$ cat src/rtl/alu_rr_scheduler.sv
`default_nettype none
// ============================================================================
// Module      : alu_rr_scheduler
// Description : Round-robin scheduler that shares one registered ALU between
//               NUM_REQ valid/ready requesters, one operation at a time.
// Revision    : 1.0 - initial release
// ============================================================================
module alu_rr_scheduler #(
  parameter int DATA_WIDTH = 32,
  parameter int NUM_REQ    = 4,
  parameter int ID_W       = $clog2(NUM_REQ)
) (
  input  logic                          clk,
  input  logic                          rst_n,
  input  logic [NUM_REQ-1:0]            req_valid_i,
  output logic [NUM_REQ-1:0]            req_ready_o,
  input  logic [NUM_REQ*DATA_WIDTH-1:0] req_a_i,
  input  logic [NUM_REQ*DATA_WIDTH-1:0] req_b_i,
  input  logic [NUM_REQ*2-1:0]          req_op_i,
  output logic [DATA_WIDTH-1:0]         alu_a_o,
  output logic [DATA_WIDTH-1:0]         alu_b_o,
  output logic [1:0]                    alu_op_o,
  input  logic [DATA_WIDTH-1:0]         alu_result_i,
  output logic                          rsp_valid_o,
  input  logic                          rsp_ready_i,
  output logic [ID_W-1:0]               rsp_id_o,
  output logic [DATA_WIDTH-1:0]         rsp_data_o,
  output logic                          busy_o
);

  localparam logic [1:0] S_IDLE = 2'd0;
  localparam logic [1:0] S_EXEC = 2'd1;
  localparam logic [1:0] S_CAPT = 2'd2;
  localparam logic [1:0] S_RESP = 2'd3;

  logic [1:0]            r_state;
  logic [1:0]            w_next_state;
  logic [ID_W-1:0]       r_rr_ptr;
  logic [ID_W-1:0]       w_winner;
  logic [ID_W-1:0]       w_rr_next;
  logic                  w_found;
  logic                  w_accept;
  int                    w_scan_idx;
  logic [DATA_WIDTH-1:0] r_a;
  logic [DATA_WIDTH-1:0] r_b;
  logic [1:0]            r_op;
  logic [ID_W-1:0]       r_id;
  logic [DATA_WIDTH-1:0] r_data;

  logic [DATA_WIDTH-1:0] w_a_arr  [NUM_REQ];
  logic [DATA_WIDTH-1:0] w_b_arr  [NUM_REQ];
  logic [1:0]            w_op_arr [NUM_REQ];

  generate
    for (genvar g = 0; g < NUM_REQ; g++) begin : g_unpack
      assign w_a_arr[g]  = req_a_i[g*DATA_WIDTH +: DATA_WIDTH];
      assign w_b_arr[g]  = req_b_i[g*DATA_WIDTH +: DATA_WIDTH];
      assign w_op_arr[g] = req_op_i[g*2 +: 2];
    end
  endgenerate

  // First valid requester at or above rr_ptr, wrapping modulo NUM_REQ
  always_comb begin
    w_found    = 1'b0;
    w_winner   = '0;
    w_scan_idx = 0;
    for (int i = 0; i < NUM_REQ; i++) begin
      w_scan_idx = int'(r_rr_ptr) + i;
      if (w_scan_idx >= NUM_REQ) w_scan_idx = w_scan_idx - NUM_REQ;
      if (!w_found && req_valid_i[w_scan_idx[ID_W-1:0]]) begin
        w_found  = 1'b1;
        w_winner = w_scan_idx[ID_W-1:0];
      end
    end
  end

  assign w_rr_next = (w_winner == ID_W'(NUM_REQ - 1)) ? '0 : w_winner + 1'b1;
  assign w_accept  = |(req_valid_i & req_ready_o);

  always_ff @(posedge clk or negedge rst_n) begin
    if (!rst_n) r_state <= S_IDLE;
    else        r_state <= w_next_state;
  end

  always_comb begin
    w_next_state = r_state;
    case (r_state)
      S_IDLE:  if (w_accept) w_next_state = S_EXEC;
      S_EXEC:  w_next_state = S_CAPT;
      S_CAPT:  w_next_state = S_RESP;
      S_RESP:  if (rsp_ready_i) w_next_state = S_IDLE;
      default: w_next_state = S_IDLE;
    endcase
  end

  // Ready is gated by rst_n so nothing is offered while reset is held
  always_comb begin
    req_ready_o = '0;
    rsp_valid_o = 1'b0;
    busy_o      = (r_state != S_IDLE);
    case (r_state)
      S_IDLE:  if (rst_n && w_found) req_ready_o = {{(NUM_REQ-1){1'b0}}, 1'b1} << w_winner;
      S_RESP:  rsp_valid_o = 1'b1;
      default: req_ready_o = '0;
    endcase
  end

  always_ff @(posedge clk or negedge rst_n) begin
    if (!rst_n) begin
      r_a      <= '0;
      r_b      <= '0;
      r_op     <= '0;
      r_id     <= '0;
      r_data   <= '0;
      r_rr_ptr <= '0;
    end else begin
      if (w_accept) begin
        r_a      <= w_a_arr[w_winner];
        r_b      <= w_b_arr[w_winner];
        r_op     <= w_op_arr[w_winner];
        r_id     <= w_winner;
        r_rr_ptr <= w_rr_next;
      end
      if (r_state == S_CAPT) r_data <= alu_result_i;
    end
  end

  assign alu_a_o    = r_a;
  assign alu_b_o    = r_b;
  assign alu_op_o   = r_op;
  assign rsp_id_o   = r_id;
  assign rsp_data_o = r_data;

endmodule
`default_nettype wire

$ cat config.mk
export PLATFORM = sky130hd
export DESIGN_NAME = alu_rr_scheduler
export DESIGN_NICKNAME = d
export VERILOG_FILES = /design/src/rtl/alu_rr_scheduler.sv
export SDC_FILE = /design/constraint.sdc
export NUM_CORES = 1
export LEC_CHECK = 0
export ABC_AREA = 0
export CAP_MARGIN = 10
export CORE_AREA = 4 4 155 157
export DETAILED_ROUTE_END_ITERATION = 10
export DIE_AREA = 0 0 159 161
export GPL_TIMING_DRIVEN = 0
export PLACE_DENSITY = 0.73
export RECOVER_POWER = 100
export SLEW_MARGIN = 10
export SYNTH_ARGS = -nofsm -noshare
export SYNTH_HDL_FRONTEND = slang
export SYNTH_SLANG_ARGS = --single-unit
$ cat constraint.sdc
create_clock -name clk -period 4.4 [get_ports clk]
set_clock_uncertainty 0.05 [all_clocks]
set_input_delay 0.44 -clock clk [delete_from_list [all_inputs] [get_ports clk]]
set_output_delay 0.44 -clock clk [all_outputs]
set_load 0.02 [all_outputs]
# Word level (Yosys, flattened, before mapping)

Cells that the tools add are included.

Flip-flop bits (word level): 104
Word-level logic and storage cells: 80

Mux-type cells: 36
Equality and inequality tests: 6
Reductions and logical operators: 11
Shift-type cells: 1
Bitwise logic cells: 2
Add/subtract/negate cells: 8
$lt $le $gt $ge: 9

Operators with widths:

| kind                  | number |
|---|---|
| $bmux W32 S2          | 2 |
| $mux W32              | 4 |
| $mux W2               | 13 |
| $ge A3 B3 Y1 const B  | 4 |
| $lt A2 B3 Y1 const B  | 4 |
| $mux W1               | 9 |
| $bmux W1 S2           | 4 |
| $mux W4               | 2 |
| $pmux W2 S4           | 1 |
| $sub A2 B1 Y2 const B | 4 |
| $add A2 B2 Y3 const B | 2 |
| $eq A2 B2 Y1 const B  | 3 |
| $and A4 B4 Y4         | 1 |
| $bmux W2 S2           | 1 |
| $logic_and A1 B1 Y1   | 4 |
| $ne A2 B2 Y1 const B  | 2 |
| $reduce_or A4 Y1      | 1 |
| $shl A1 B2 Y4 const A | 1 |
| $add A2 B1 Y3 const B | 1 |
| $ge A2 B3 Y1 const B  | 1 |
| $logic_not A1 Y1      | 3 |
| $not A2 Y3            | 1 |
| $add A2 B1 Y2 const B | 1 |
| $eq A2 B1 Y1 const B  | 1 |
| other kinds (3)       | 3 |

# Depth between registers and ports, before layout

Gate-level depths: netlist of the first run.

Depth after elaboration: 21
Mapped depth: 13

# Least setup slack after synthesis of the first run

OpenSTA, ideal clock, no wires.

Path type: reg2reg
Start: register r_rr_ptr[1]
End: register r_rr_ptr[1]
Arrival: 2.429 ns
Library setup time: 0.127 ns
Clock period less this slack: 2.606 ns
Stages on the path, launching flop included: 13
Slack: 1.794 ns
Path buffers: 3
Cells stage by stage: dfrtp_1 > mux2_2 > o21a_1 > buf_2 > nand2_2 > buf_4 > inv_1 > ha_1 > nand2_1 > and3_1 > a21oi_2 > buf_4 > mux2_1

Cells in the longest elaborated chain, start to end: 19
Elaborated cells on any way between the ends: 46

Ends and longest elaborated chain:

| element                                                | line | source |
|---|---|---|
| start: declaration                                     | 38   | `logic [ID_W-1:0] r_rr_ptr;` |
| start signal: assignment                               | 122  | `r_rr_ptr <= w_rr_next;` |
| branches (longest 19 deep; another with $add A2 B1 Y3) | --   |  |

Parallel ways; which one is timed is not known. The select of a mux whose other input is x is not followed.
A chain may end at the register's enable or synchronous reset.

# Final worst setup path of the first run

Start: input port req_valid_i[3]
End: output port req_ready_o[3]

Cells in the longest elaborated chain, start to end: 15
Elaborated cells on any way between the ends: 26

Ends and longest elaborated chain:

| element                                              | line | source |
|---|---|---|
| start: declaration                                   | 15   | `input logic [NUM_REQ-1:0] req_valid_i,` |
| $bmux W1 S2                                          | 70   | `if (!w_found && req_valid_i[w_scan_idx[ID_W-1:0]]) begin` |
| $mux W1 (not written as such)                        | 70   |  |
| $mux W1                                              | 70   |  |
| $logic_not A1 Y1                                     | 70   |  |
| $logic_and A1 B1 Y1                                  | 70   |  |
| $mux W1                                              | 70   |  |
| $logic_not A1 Y1                                     | 70   |  |
| $logic_and A1 B1 Y1                                  | 70   |  |
| $mux W1                                              | 70   |  |
| $logic_not A1 Y1                                     | 70   |  |
| $logic_and A1 B1 Y1                                  | 70   |  |
| $mux W2 or $mux W1 (tied branches)                   | 70   |  |
| $shl A1 B2 Y4 or $logic_and A1 B1 Y1 (tied branches) | 102  | `S_IDLE: if (rst_n && w_found) req_ready_o = {{(NUM_REQ-1){1'b0}}, 1'b1} << w_winner;` |
| $mux W4 *                                            | 102  |  |
| $mux W4 *                                            | 101  | `case (r_state)` |
| end: declaration                                     | 16   | `output logic [NUM_REQ-1:0] req_ready_o,` |

Mark *: on every way between the ends. The rest lies on a longest branch, timed or not. The select of a mux whose other input is x is not followed.

==> results of run 1 <==
==> area by class of cell <==
cell class | count | share of cell area
clock buffers | 10 | 0.02168
plain buffers | 62 | 0.02508
inverters | 76 | 0.02588
well taps | 285 | 0.03235
clock inverters | 6 | 0.004540
repair buffers | 410 | 0.3726
multi-input cells | 413 | 0.2818
flip-flops and latches | 104 | 0.2361
==> cell usage in the layout (no fill, tap or decap), types with 3 or more instances in the layout <==
master | Yosys | final
nor3_1 | 3 | 3
clkdlybuf4s50_1 | 0 | 300
mux2i_1 | 66 | 66
inv_1 | 75 | 75
buf_2 | 17 | 14
nand3_1 | 71 | 71
nor2_1 | 3 | 3
dfrtp_1 | 104 | 104
dlygate4sd3_1 | 0 | 108
buf_4 | 7 | 7
clkbuf_16 | 0 | 9
o21ai_0 | 70 | 70
mux2_2 | 33 | 33
a21o_1 | 66 | 66
o221ai_1 | 66 | 66
clkbuf_1 | 36 | 39
ha_1 | 5 | 5
==> layer usage <==
metal | track usage | share of wire
met1 | 0.2398 | 0.40
met2 | 0.3626 | 0.50
met3 | 0.05461 | 0.077
met4 | 0.05720 | 0.020
met5 | 0 | 0
==> stage by stage <==
step / TNS [ns] / hold WS (ns) / instances
after floorplan: 0 / 0.09441 / 655
after global placement: -367.94 / 0.4375 / 1348
after detailed placement: -0.01032 / 0.3807 / 1349
after CTS: 0 / 0.4612 / 1366
after global routing: 0 / 0.4643 / 1366
final: 0 / 0.4526 / 1366
==> path summary, 6_finish.rpt <==
path / start / endpoint / slack (ns) / cells after the start
max: req_valid_i[3] / req_ready_o[3] / 0.40 / 9
min: rsp_data_o[20] / rsp_data_o[20] / 0.45 / 1
max reg2reg: r_rr_ptr[1] / alu_a_o[19] / 0.71 / 11
min reg2reg: rsp_data_o[20] / rsp_data_o[20] / 0.45 / 1
max in group asynchronous: rst_n / alu_a_o[6] / 0.89 / 3
min in group asynchronous: rst_n / rsp_data_o[7] / 0.54 / 2
==> report_power, final <==
group	leakage (nW)	switching [mW]	internal [mW]	total [mW]
clock network	0.141	0.399	0.408	0.807
registers	1.27	0.232	1.43	1.66
logic	3.30	1.97	1.67	3.64
total	4.71	2.60	3.50	6.11
==> synthesized netlist by cell type (2+ instances only) <==
cell type | n | share of area
or4_1 | 2 | 0.0024
nand3_1 | 71 | 0.057
dfrtp_1 | 104 | 0.41
o21a_1 | 2 | 0.0024
nand2b_1 | 2 | 0.0020
nand2_1 | 2 | 0.0012
buf_1 | 2 | 0.0012
clkbuf_1 | 36 | 0.022
a21oi_1 | 2 | 0.0016
o21ai_0 | 70 | 0.056
a21o_1 | 66 | 0.079
ha_1 | 5 | 0.010
and3_1 | 2 | 0.0020
inv_1 | 75 | 0.045
nor3_1 | 3 | 0.0024
buf_4 | 7 | 0.0084
nor2_1 | 3 | 0.0018
o221ai_1 | 66 | 0.092
mux2_2 | 33 | 0.059
mux2i_1 | 66 | 0.11
buf_2 | 17 | 0.014
nor2b_1 | 2 | 0.0020
==> worst register-to-register path, cell delays in order, from the launching register on <==
cell      delay, ns
dfrtp_1        0.44
nor2b_1        0.09
o21ai_1        0.45
nand2_2        0.29
buf_4          0.29
inv_1          0.23
ha_1           0.25
nand2_1        0.09
and3_1         0.23
a21oi_2        0.48
clkbuf_1       0.48
o221ai_1       0.19
==> state kept, by name (all words and copies together), names as in the netlist <==
register,cells
alu_a_o,32
alu_b_o,32
alu_op_o,2
r_rr_ptr,2
r_state,2
rsp_data_o,32
rsp_id_o,2
==> cell families (layout without fill, tap and decap cells) <==
logic type | count (synthesis) | after routing | share of synthesized area
buf+inv | 138 | 564 | 0.09013
compound gates | 214 | 214 | 0.2411
mux | 100 | 100 | 0.1663
simple gates | 94 | 94 | 0.07777
flops | 104 | 104 | 0.4148
fa+ha+maj | 5 | 5 | 0.009970
==> results.json, run 1 <==
{
  "register_area_sq_um": 2603,
  "crit_path_start_kind": "input port",
  "grt_pass1_vias": 7181,
  "placed_area_sq_um": 10740,
  "cpLargestDelayFamily": "buffers and inverters",
  "rsz0062_at_grt": "no",
  "numCtsBuffers": 9,
  "fillers": 2129,
  "wl_um": 27110,
  "hp-class": "flop to flop",
  "clockRootBuffer": "clkbuf_16",
  "die_y_um": 161,
  "p_leak_nw": 4.705,
  "wire_per_inst_um": 19.84,
  "syn_area_sq_um": 6275,
  "syn_inst": 655,
  "slew_viol_final": 56,
  "cts_resized": 0,
  "num_rows": 55,
  "drcViolationCount": 0,
  "start_util": 0.2788,
  "synth_edf_count": 0,
  "hold_viol_final": 0,
  "setup_viol": 0,
  "post_cts_buffers": 0,
  "path_max_fanout": 10,
  "async_flop_share": 1.000,
  "first_pass_iters": 5,
  "fmax_mhz": 250.2,
  "area.growth.synth_to_final_pct": 75.69,
  "synth_ff_type": "dfrtp_1",
  "drt_iter0_drc": 324,
  "via_count": 6858,
  "postLayoutCoreUtil": 0.4899,
  "multiInputGateArea_sq_um": 3107,
  "slowest_delay_ns": 0.69,
  "hold_buffers": 1,
  "p_total_mw": 6.106,
  "required_ns": 3.91,
  "preCtsSetupSlack_ns": -0.01032,
  "diodes": 0,
  "pin_count": 409,
  "drv_cap": 1,
  "netlist-cell-type-count": 39,
  "gp_congestion": 0.8748,
  "cpMaxStageDelayCell": "dlygate4sd3_1",
  "cts_tree": "done",
  "synth_nets": 963,
  "cts.clk_slew.worst_paths_ns": 0.07,
  "critPathArrivalTime_ns": 3.51,
  "clock_sinks": 104,
  "period_needed_ns": 3.997,
  "grt_max_degree": 56,
  "coreArea_sq_um": 22500,
  "critPathKind": "input port to output pin",
  "layout_setup_ws_ns": 0.4031,
  "htree_levels": 3,
  "antenna_found_initial": 0,
  "die-area_sq_um": 25600,
  "antenna_left": 0,
  "relSlewSlack": -0.7304,
  "critPathCaptureType": "output pin",
  "synth_area_per_cell_sq_um": 9.580,
  "yosys_warnings": 0,
  "ys_ff_latch": 104,
  "status": "finished, violations left",
  "final_nets": 1384,
  "cts_buffer_depth": 2,
  "grt_pass1_wl_um": 41140,
  "post-route-period-util": 0.9084,
  "track_usage": 0.2026,
  "violations": "max-capacitance violations, max-slew violations",
  "ir_drop_mv": 0.2013,
  "worst-path-buf-inv": 5,
  "drive_above_1_share": 0.07031,
  "port_buffers": 408,
  "ys_seq_area_frac": 0.4148,
  "clkLatencyLatePin_ns": 0.35,
  "hpwlAfterDp_um": 21570,
  "cp_cell_sequence": "dlygate4sd3_1, inv_1, o21ai_1, nand2_2, buf_4, inv_1, ha_1, and2_1, dlygate4sd3_1",
  "globalRouteOverflowTotal": 0,
  "tightestPinTransition_ns": 2.591,
  "via_per_inst": 5.020,
  "final_cell_area_sq_um": 11020,
  "power_density_nw_per_um2": 553.9,
  "die_w_um": 159
}
(Power assumes the default switching activity.)
==> inputs of run 2 (changes only) <==
- CAP_MARGIN: 10 -> default
- CORE_AREA: 4 4 155 157 -> 3 3 159 161
- CTS_CLUSTER_DIAMETER: default -> 50
- DIE_AREA: 0 0 159 161 -> 0 0 162 164
- PLACE_DENSITY: 0.73 -> 0.7
==> run 2 against run 1 <==
  * Critical path type unchanged
  * Sequential share of layout area down 0.15 points
  * Wire length increased by 0.16%
  * The flow now finishes without violations
  * Utilization is 3.0 points lower
  * Setup slack worse by 0.11 ns
==> results.json, run 2 (synthesized netlist as in run 1, its figures left out) <==
{
  "status": "finished clean",
  "via_count": 6832,
  "tightestPinTransition_ns": 0.8274,
  "globalRouteOverflowTotal": 0,
  "period_needed_ns": 4.105,
  "crit_path_start_kind": "input port",
  "reg2regPathDepth": 11,
  "p_total_mw": 6.128,
  "clock_sinks": 104,
  "relSlewSlack": 0.4484,
  "drt_iter0_drc": 392,
  "grt_pass1_wl_um": 40320,
  "final_nets": 1384,
  "port_buffers": 408,
  "critPathArrivalTime_ns": 3.61,
  "rr_endpoint": "r_rr_ptr[1]",
  "postLayoutCoreUtil": 0.4603,
  "fillers": 2352,
  "fmax_mhz": 243.6,
  "setup_viol": 0,
  "clkLatencyLatePin_ns": 0.34,
  "final_common_cell": "clkdlybuf4s50_1",
  "required_ns": 3.91,
  "die_w_um": 162,
  "num_rows": 57,
  "die_y_um": 164,
  "register_area_sq_um": 2603,
  "cts_buffer_depth": 2,
  "post-route-period-util": 0.9329,
  "critPathKind": "input port to output pin",
  "area.growth.synth_to_final_pct": 76.83,
  "min_to": "rsp_data_o[7]",
  "drive_above_1_share": 0.07308,
  "cts.clk_slew.worst_paths_ns": 0.08,
  "critPathCaptureType": "output pin",
  "cts_tree": "done",
  "grt_max_degree": 59,
  "drv_cap": 0,
  "track_usage": 0.1966,
  "antenna_found_initial": 0,
  "reg2reg_slack_ns": 0.67,
  "htree_levels": 3,
  "timing.rr.start": "r_rr_ptr[1]",
  "wire_per_inst_um": 19.32,
  "start_util": 0.2603,
  "drcViolationCount": 0,
  "hold_start": "rsp_data_o[7]",
  "whs_ns": 0.4526,
  "coreArea_sq_um": 24110,
  "power_density_nw_per_um2": 552.3,
  "p_leak_nw": 4.710,
  "die-area_sq_um": 26570,
  "slew_viol_final": 0,
  "rsz0062_at_grt": "no",
  "diodes": 0,
  "hpwlAfterDp_um": 21120,
  "dp.cells": 1388,
  "path_max_fanout": 58,
  "numCtsBuffers": 9,
  "ir_drop_mv": 0.2272,
  "min_path_cells": 1,
  "hold_viol_final": 0,
  "layout_common_cells": "303 x clkdlybuf4s50_1, 105 x dlygate4sd3_1, 104 x dfrtp_1",
  "via_per_inst": 4.863,
  "clockRootBuffer": "clkbuf_16",
  "antenna_left": 0,
  "gp_congestion": 0.8709,
  "hp-class": "flop to flop",
  "post_cts_buffers": 0,
  "first_pass_iters": 5,
  "wl_um": 27150,
  "multiInputGateArea_sq_um": 3104,
  "instances_no_fill": 1405,
  "pin_count": 409,
  "grt_pass1_vias": 6831
}
==> run 2: power by group <==
group          switching [mW]  internal [mW]
Sequential              0.238           1.43
Clock                   0.418          0.398
Combinational            1.97           1.67
Total                    2.63           3.50
==> run 2: layout make-up <==
class	count	area share
repair buffers	410	0.3724
multi-input cells	413	0.2798
flip-flops and latches	104	0.2346
well taps	324	0.03654
inverters	76	0.02571
plain buffers	62	0.02526
clock buffers	9	0.02030
clock inverters	7	0.005526
==> run 2: worst max-delay path: stages <==
cell and delay, ns:
dlygate4sd3_1 0.58, buf_12 0.26, buf_16 0.31, and3_1 0.20
clkbuf_1 0.25, o21ai_2 0.22, buf_4 0.26, buf_4 0.20
nor2_1 0.18, clkdlybuf4s50_1 0.66
==> run 2: repair_timing <==
action | in CTS | in global routing
hold buffers | 1 | 0
hold endpoints to repair | 10 | 0
setup endpoints to repair | 0 | 1
gates resized for setup | 0 | 3
==> run 2: how the worst max path moves through the flow <==
stage,start,end,cells past startpoint
6_report,rst_n,req_ready_o[0],10
5_1_grt,req_valid_i[3],r_rr_ptr[1],12
4_1_cts,rst_n,req_ready_o[0],10
3_5_place_dp,req_valid_i[3],r_rr_ptr[1],12
3_3_place_gp,rst_n,req_ready_o[0],8
2_1_floorplan,r_rr_ptr[1],r_rr_ptr[1],12
==> run 2: per-layer routing <==
metal  up-vias  global-route usage  part of all wire
met4         0             0.04769             0.014
met2       335              0.3351              0.49
met1      3220              0.2464              0.41
met5         -                   0                 0
met3        24             0.05649             0.090
li1       3253                   -                 -
==> run 2: stage by stage <==
stage | setup TNS, ns | setup slack (ns) | instance area (sq um)
2_1_floorplan | 0 | 1.794 | 6275
3_3_place_gp | -362.96 | -3.027 | 10760
4_1_cts | 0 | 0.05637 | 11090
5_1_grt | 0 | 0.03739 | 11100
6_report | 0 | 0.2951 | 11100
3_5_place_dp | 0 | 0.02793 | 10790
==> RTL edit 1 (config.mk and constraints of run 1) <==
`DATA_WIDTH`: 32 -> 16.
--- a/src/rtl/alu_rr_scheduler.sv
+++ b/src/rtl/alu_rr_scheduler.sv
@@ -6,7 +6,7 @@
 // Revision    : 1.0 - initial release
 // ============================================================================
 module alu_rr_scheduler #(
-  parameter int DATA_WIDTH = 32,
+  parameter int DATA_WIDTH = 16,
   parameter int NUM_REQ    = 4,
   parameter int ID_W       = $clog2(NUM_REQ)
 ) (
Interface: changed (6 resized); port bits go from 409 to 217. No check against the original RTL was run, so the function may have changed too.
==> RTL edit 1 against run 1 <==
Area after synthesis shrank 47%. Sequential cell count fell by 48. Setup slack better by 4.4 ps. Power shrank 46%. Sequential share of layout area fell by 0.34 points. Routed wire length shrank 53%. Global-route usage shrank 11 points. Combinational power decreased by 47%. Worst hold slack got worse by 25 ps. Maximum frequency up 0.11%. Design area shrank 45%. Critical endpoint unchanged.
==> RTL edit 1: results (changes against run 1) <==
[yosys]
synth.area.top_cells=dfrtp_1 42%, mux2i_1 21%, mux2_2 12%
muxShareOfSynthArea=0.3355  ; +0.1692
synth-adder-area-share=0.01889  ; +0.008919
synth_nets=459  ; -52%
synth_compound_gate_area_share=0.09294  ; -0.1481
dominant_combinational_cell_family_by_area_after_synthesis=multiplexers
synth_area_per_cell_um2=11.23  ; +17%
synth.yosys.seq_area_share=0.4231  ; +0.008365

[power_and_ir_drop]
power.leakage_nw=2.556  ; -46%
pg_clk_uw=495  ; -39%
power.ir.vdd_worst_mv=0.2752  ; +37%
p_int_mw=1.989  ; -43%

[run_status]
outcome=complete, no violations

[drt]
met2RoutedLength_um=6718  ; -51%
detailroute.wirelength.met3_um=1089  ; -48%
detail_route.first_pass.iterations=4  ; -1
avgViaCountPerCell=3.928  ; -22%
met1_wl_um=4821  ; -55%

[timing]
final.period_utilization=0.9074  ; -0.0009982
tightestPinTransition_ps=682.5  ; -1909 ps
hold_ws_ps=427.4  ; -25.14 ps

[cells_and_area]
finalCoreUtilization=0.2677  ; -0.2222
num-nets-final=684  ; -51%
drive_above_1_share=0.1248  ; +0.05445
fin_cells=807  ; -41%
nFillCells=2372  ; +11%

[min_path]
number_of_cells_on_the_worst_hold_path=2  ; +1
min_to=alu_a_o[14]

[placed_design]
post-place-cells=797  ; -41%
placement.io_buffers=216  ; -47%
dp_hpwl_um=10180  ; -53%
detailedPlace.worstSlack_ps=647.2  ; +657.5 ps
placed_cell_area_mm2=0.005856  ; -45%
gp_congestion=0.7234  ; -17%

[global_route]
grt_pass1_wl_um=19390  ; -53%
grt_antenna_before_repair=1  ; +1
number_of_global_route_vias_before_repair=3510  ; -51%
grt_max_degree=42  ; -25%
grtUsageMet2=0.1852  ; -0.1774
groute.layer.met3.usage=0.03623  ; -0.01837

[setup_path]
r2r_end=alu_a_o[13]
arrival_ps=3500  ; about the same
ff2ff_path_depth=13  ; +2
critPathMaxStageDelay_ps=730  ; +40 ps

[cts]
ctsHtreeMaxLevel=2  ; -1
worst_skew_pair.late_latency_ps=310  ; -40 ps

## RTL edit 1: cell types whose count changed in the layout (fill, tap and decap cells not counted), moves of 41 or more
cell | run 1 | this run
nand2_1 | 2 | 43
dlygate4sd3_1 | 108 | 59
o21ai_0 | 70 | 20
dfrtp_1 | 104 | 56
o221ai_1 | 66 | 15
inv_1 | 75 | 4
nand3_1 | 71 | 1
clkdlybuf4s50_1 | 300 | 157
a21o_1 | 66 | 1
## RTL edit 1: final cells by class
class | count | share of cell area
multi-input combinational | 214 | 0.2892
antenna | 1 | 0.0004155
inverter | 5 | 0.003531
buffer | 20 | 0.02077
tap | 285 | 0.05920
timing repair buffer | 218 | 0.3648
clock inverter | 2 | 0.006440
clock buffer | 6 | 0.02306
sequential | 56 | 0.2327
## RTL edit 1: kinds of logic after synthesis
family / Yosys count
multiplexers: 106
AND/OR/NAND/NOR: 60
flip-flops: 56
AO/OA/AOI/OAI: 43
buffers and inverters: 25
adder cells (fa/ha/maj): 5
==> RTL edit 2 (settings of run 1) <==
Without the edit above. Reset style: synchronous (`rst_n`), changed in 2 clocked blocks.
--- a/src/rtl/alu_rr_scheduler.sv
+++ b/src/rtl/alu_rr_scheduler.sv
@@ -77,7 +77,7 @@
   assign w_rr_next = (w_winner == ID_W'(NUM_REQ - 1)) ? '0 : w_winner + 1'b1;
   assign w_accept  = |(req_valid_i & req_ready_o);
 
-  always_ff @(posedge clk or negedge rst_n) begin
+  always_ff @(posedge clk) begin
     if (!rst_n) r_state <= S_IDLE;
     else        r_state <= w_next_state;
   end
@@ -105,7 +105,7 @@
     endcase
   end
 
-  always_ff @(posedge clk or negedge rst_n) begin
+  always_ff @(posedge clk) begin
     if (!rst_n) begin
       r_a      <= '0;
       r_b      <= '0;
Behaviour: differs if rst_n is asserted again (counterexample within 4 cycles, from zero or initial values and one cycle with rst_n low); with rst_n held inactive, the same outputs for 10 cycles.
==> RTL edit 2 against run 1 <==
Register-to-register slack improved by 170 ps. Critical path depth decreased by 3. Setup slack lost 180 ps. Sequential power shrank 15%. Area after synthesis rose by 1.7%. Worst hold slack got worse by 57 ps. Routed wire length rose by 11%. Sequential cell count did not move. Design area is 0.76% higher. Global-route usage is 1.8 points higher. Power shrank 14%. Sequential share of layout area shrank 4.9 points. Critical path type unchanged. Largest cell class unchanged. Highest routed layer unchanged.
==> RTL edit 2: results (changes against run 1) <==
[cells_and_area]
drive_above_1_share=0.03253  ; -0.03778
insertedDiodeCount=0  ; unchanged
nFillCells=2224  ; +4.5%
fin_cells=1484  ; +8.6%

[setup_path]
worstReg2RegStart=r_rr_ptr[1]
r2r_slack_ps=880  ; +170 ps
ff2ff_path_depth=10  ; -1
arrival_ps=3680  ; +170 ps
r2r_end=alu_a_o[7]

[cts]
ctsHtreeMaxLevel=3  ; unchanged
cts_buffers=9  ; unchanged
worst_setup_hold_path_clk_slew_ps=80
cts-root-buf=clkbuf_16

[placed_design]
detailedPlace.worstSlack_ps=-489.5  ; -479.1 ps
gp_congestion=0.8743  ; about the same
placed_cell_area_mm2=0.01082  ; +0.74%
dp_hpwl_um=23940  ; +11%

[drt]
detail_route.first_pass.iterations=5  ; unchanged
initial_drc_count=432  ; +33%
routed_wirelength_um=30080  ; +11%
vias_after_detailed_routing=7696  ; +12%
top_layer_used=met4
met2RoutedLength_um=14650  ; +7.3%
met1_wl_um=12230  ; +13%
detailroute.wirelength.met3_um=2317  ; +10%

[yosys]
synth.yosys.seq_area_share=0.3261  ; -0.08861
synth_compound_gate_area_share=0.2626  ; +0.02157
postSynth.asyncResetShare=0  ; -1.000
ys_top_cells_by_count=104 x dfxtp_1, 101 x mux2i_1, 66 x nand3_1, 66 x o221ai_1, 57 x clkbuf_1
synth_nets=1083  ; +12%
synth-adder-area-share=0.009800  ; -0.0001700
synth.area.top_cells=dfxtp_1 33%, mux2i_1 16%, o221ai_1 9.1%
muxShareOfSynthArea=0.1584  ; -0.007932
netlist_instances=775  ; +18%
count_of_distinct_cell_types_in_the_synthesized_netlist=37  ; -5.1%

[global_route]
grt_max_degree=21  ; -63%
grt_pass1_wl_um=44610  ; +8.4%
track_usage=0.2203  ; +0.01765

[timing]
hold_ws_ps=395.4  ; -57.18 ps
maxSlewHeadroom=0.07358  ; +0.8040
final.period_utilization=0.9482  ; +0.03981

[run_status]
outcome=complete, no violations

[min_path]
hold_path_startpoint=rsp_id_o[0]
number_of_cells_on_the_worst_hold_path=2  ; +1

[power_and_ir_drop]
power.leakage_nw=4.342  ; -7.7%
power.ir.vdd_worst_mv=0.3174  ; +58%
p_int_mw=3.011  ; -14%

[RTL edit 2: power groups by stage]
stage,logic [mW],clock network [mW],registers (mW)
floorplan,1.40,0,1.75
global placement,3.06,0,1.43
detailed placement,3.09,0,1.44
CTS,3.11,0.919,1.42
global route,3.19,0.947,1.44
finish,2.96,0.893,1.41
[RTL edit 2: worst max-delay path by stage]
stage	startpoint	end
finish	req_valid_i[1]	req_ready_o[0]
global route	req_valid_i[1]	req_ready_o[0]
CTS	req_valid_i[3]	req_ready_o[3]
detailed placement	req_valid_i[3]	req_ready_o[3]
global placement	req_valid_i[3]	req_ready_o[3]
floorplan	req_valid_i[3]	req_ready_o[3]
[RTL edit 2: logic make-up after synthesis]
group / count (synthesis)
multiplexers: 101
AO/OA/AOI/OAI: 249
buffers and inverters: 124
adder cells (fa/ha/maj): 5
AND/OR/NAND/NOR: 192
flip-flops: 104
[RTL edit 2: final cells by class]
| cell class | instances | area (um^2) | area share |
|---|---|---|---|
| Sequential cell | 104 | 2082 | 0.1874 |
| Clock buffer | 9 | 225.2 | 0.02027 |
| Inverter | 40 | 150.1 | 0.01352 |
| Buffer | 82 | 345.3 | 0.03109 |
| Tap cell | 285 | 356.6 | 0.03210 |
| Clock inverter | 7 | 100.1 | 0.009011 |
| Timing Repair Buffer | 410 | 4094 | 0.3686 |
| Multi-Input combinational cell | 547 | 3755 | 0.3380 |
[RTL edit 2: repair_timing]
item,in CTS,in global routing
buffers inserted,0,0
cloned,0,0
resized for setup,3,0
endpoints found under the setup margin,1,1
[RTL edit 2: critical path, stage by stage]
cell and delay [ps]:
clkdlybuf4s50_1 470, or2_2 360, o311ai_1 1100, clkbuf_1 480, nor3_1 130, dlygate4sd3_1 700
[RTL edit 2: per-layer routing]
layer / up-vias / track usage
li1: 3710 / -
met1: 3578 / 0.2640
met2: 352 / 0.3780
met3: 56 / 0.06405
met4: 0 / 0.07811
met5: - / 0
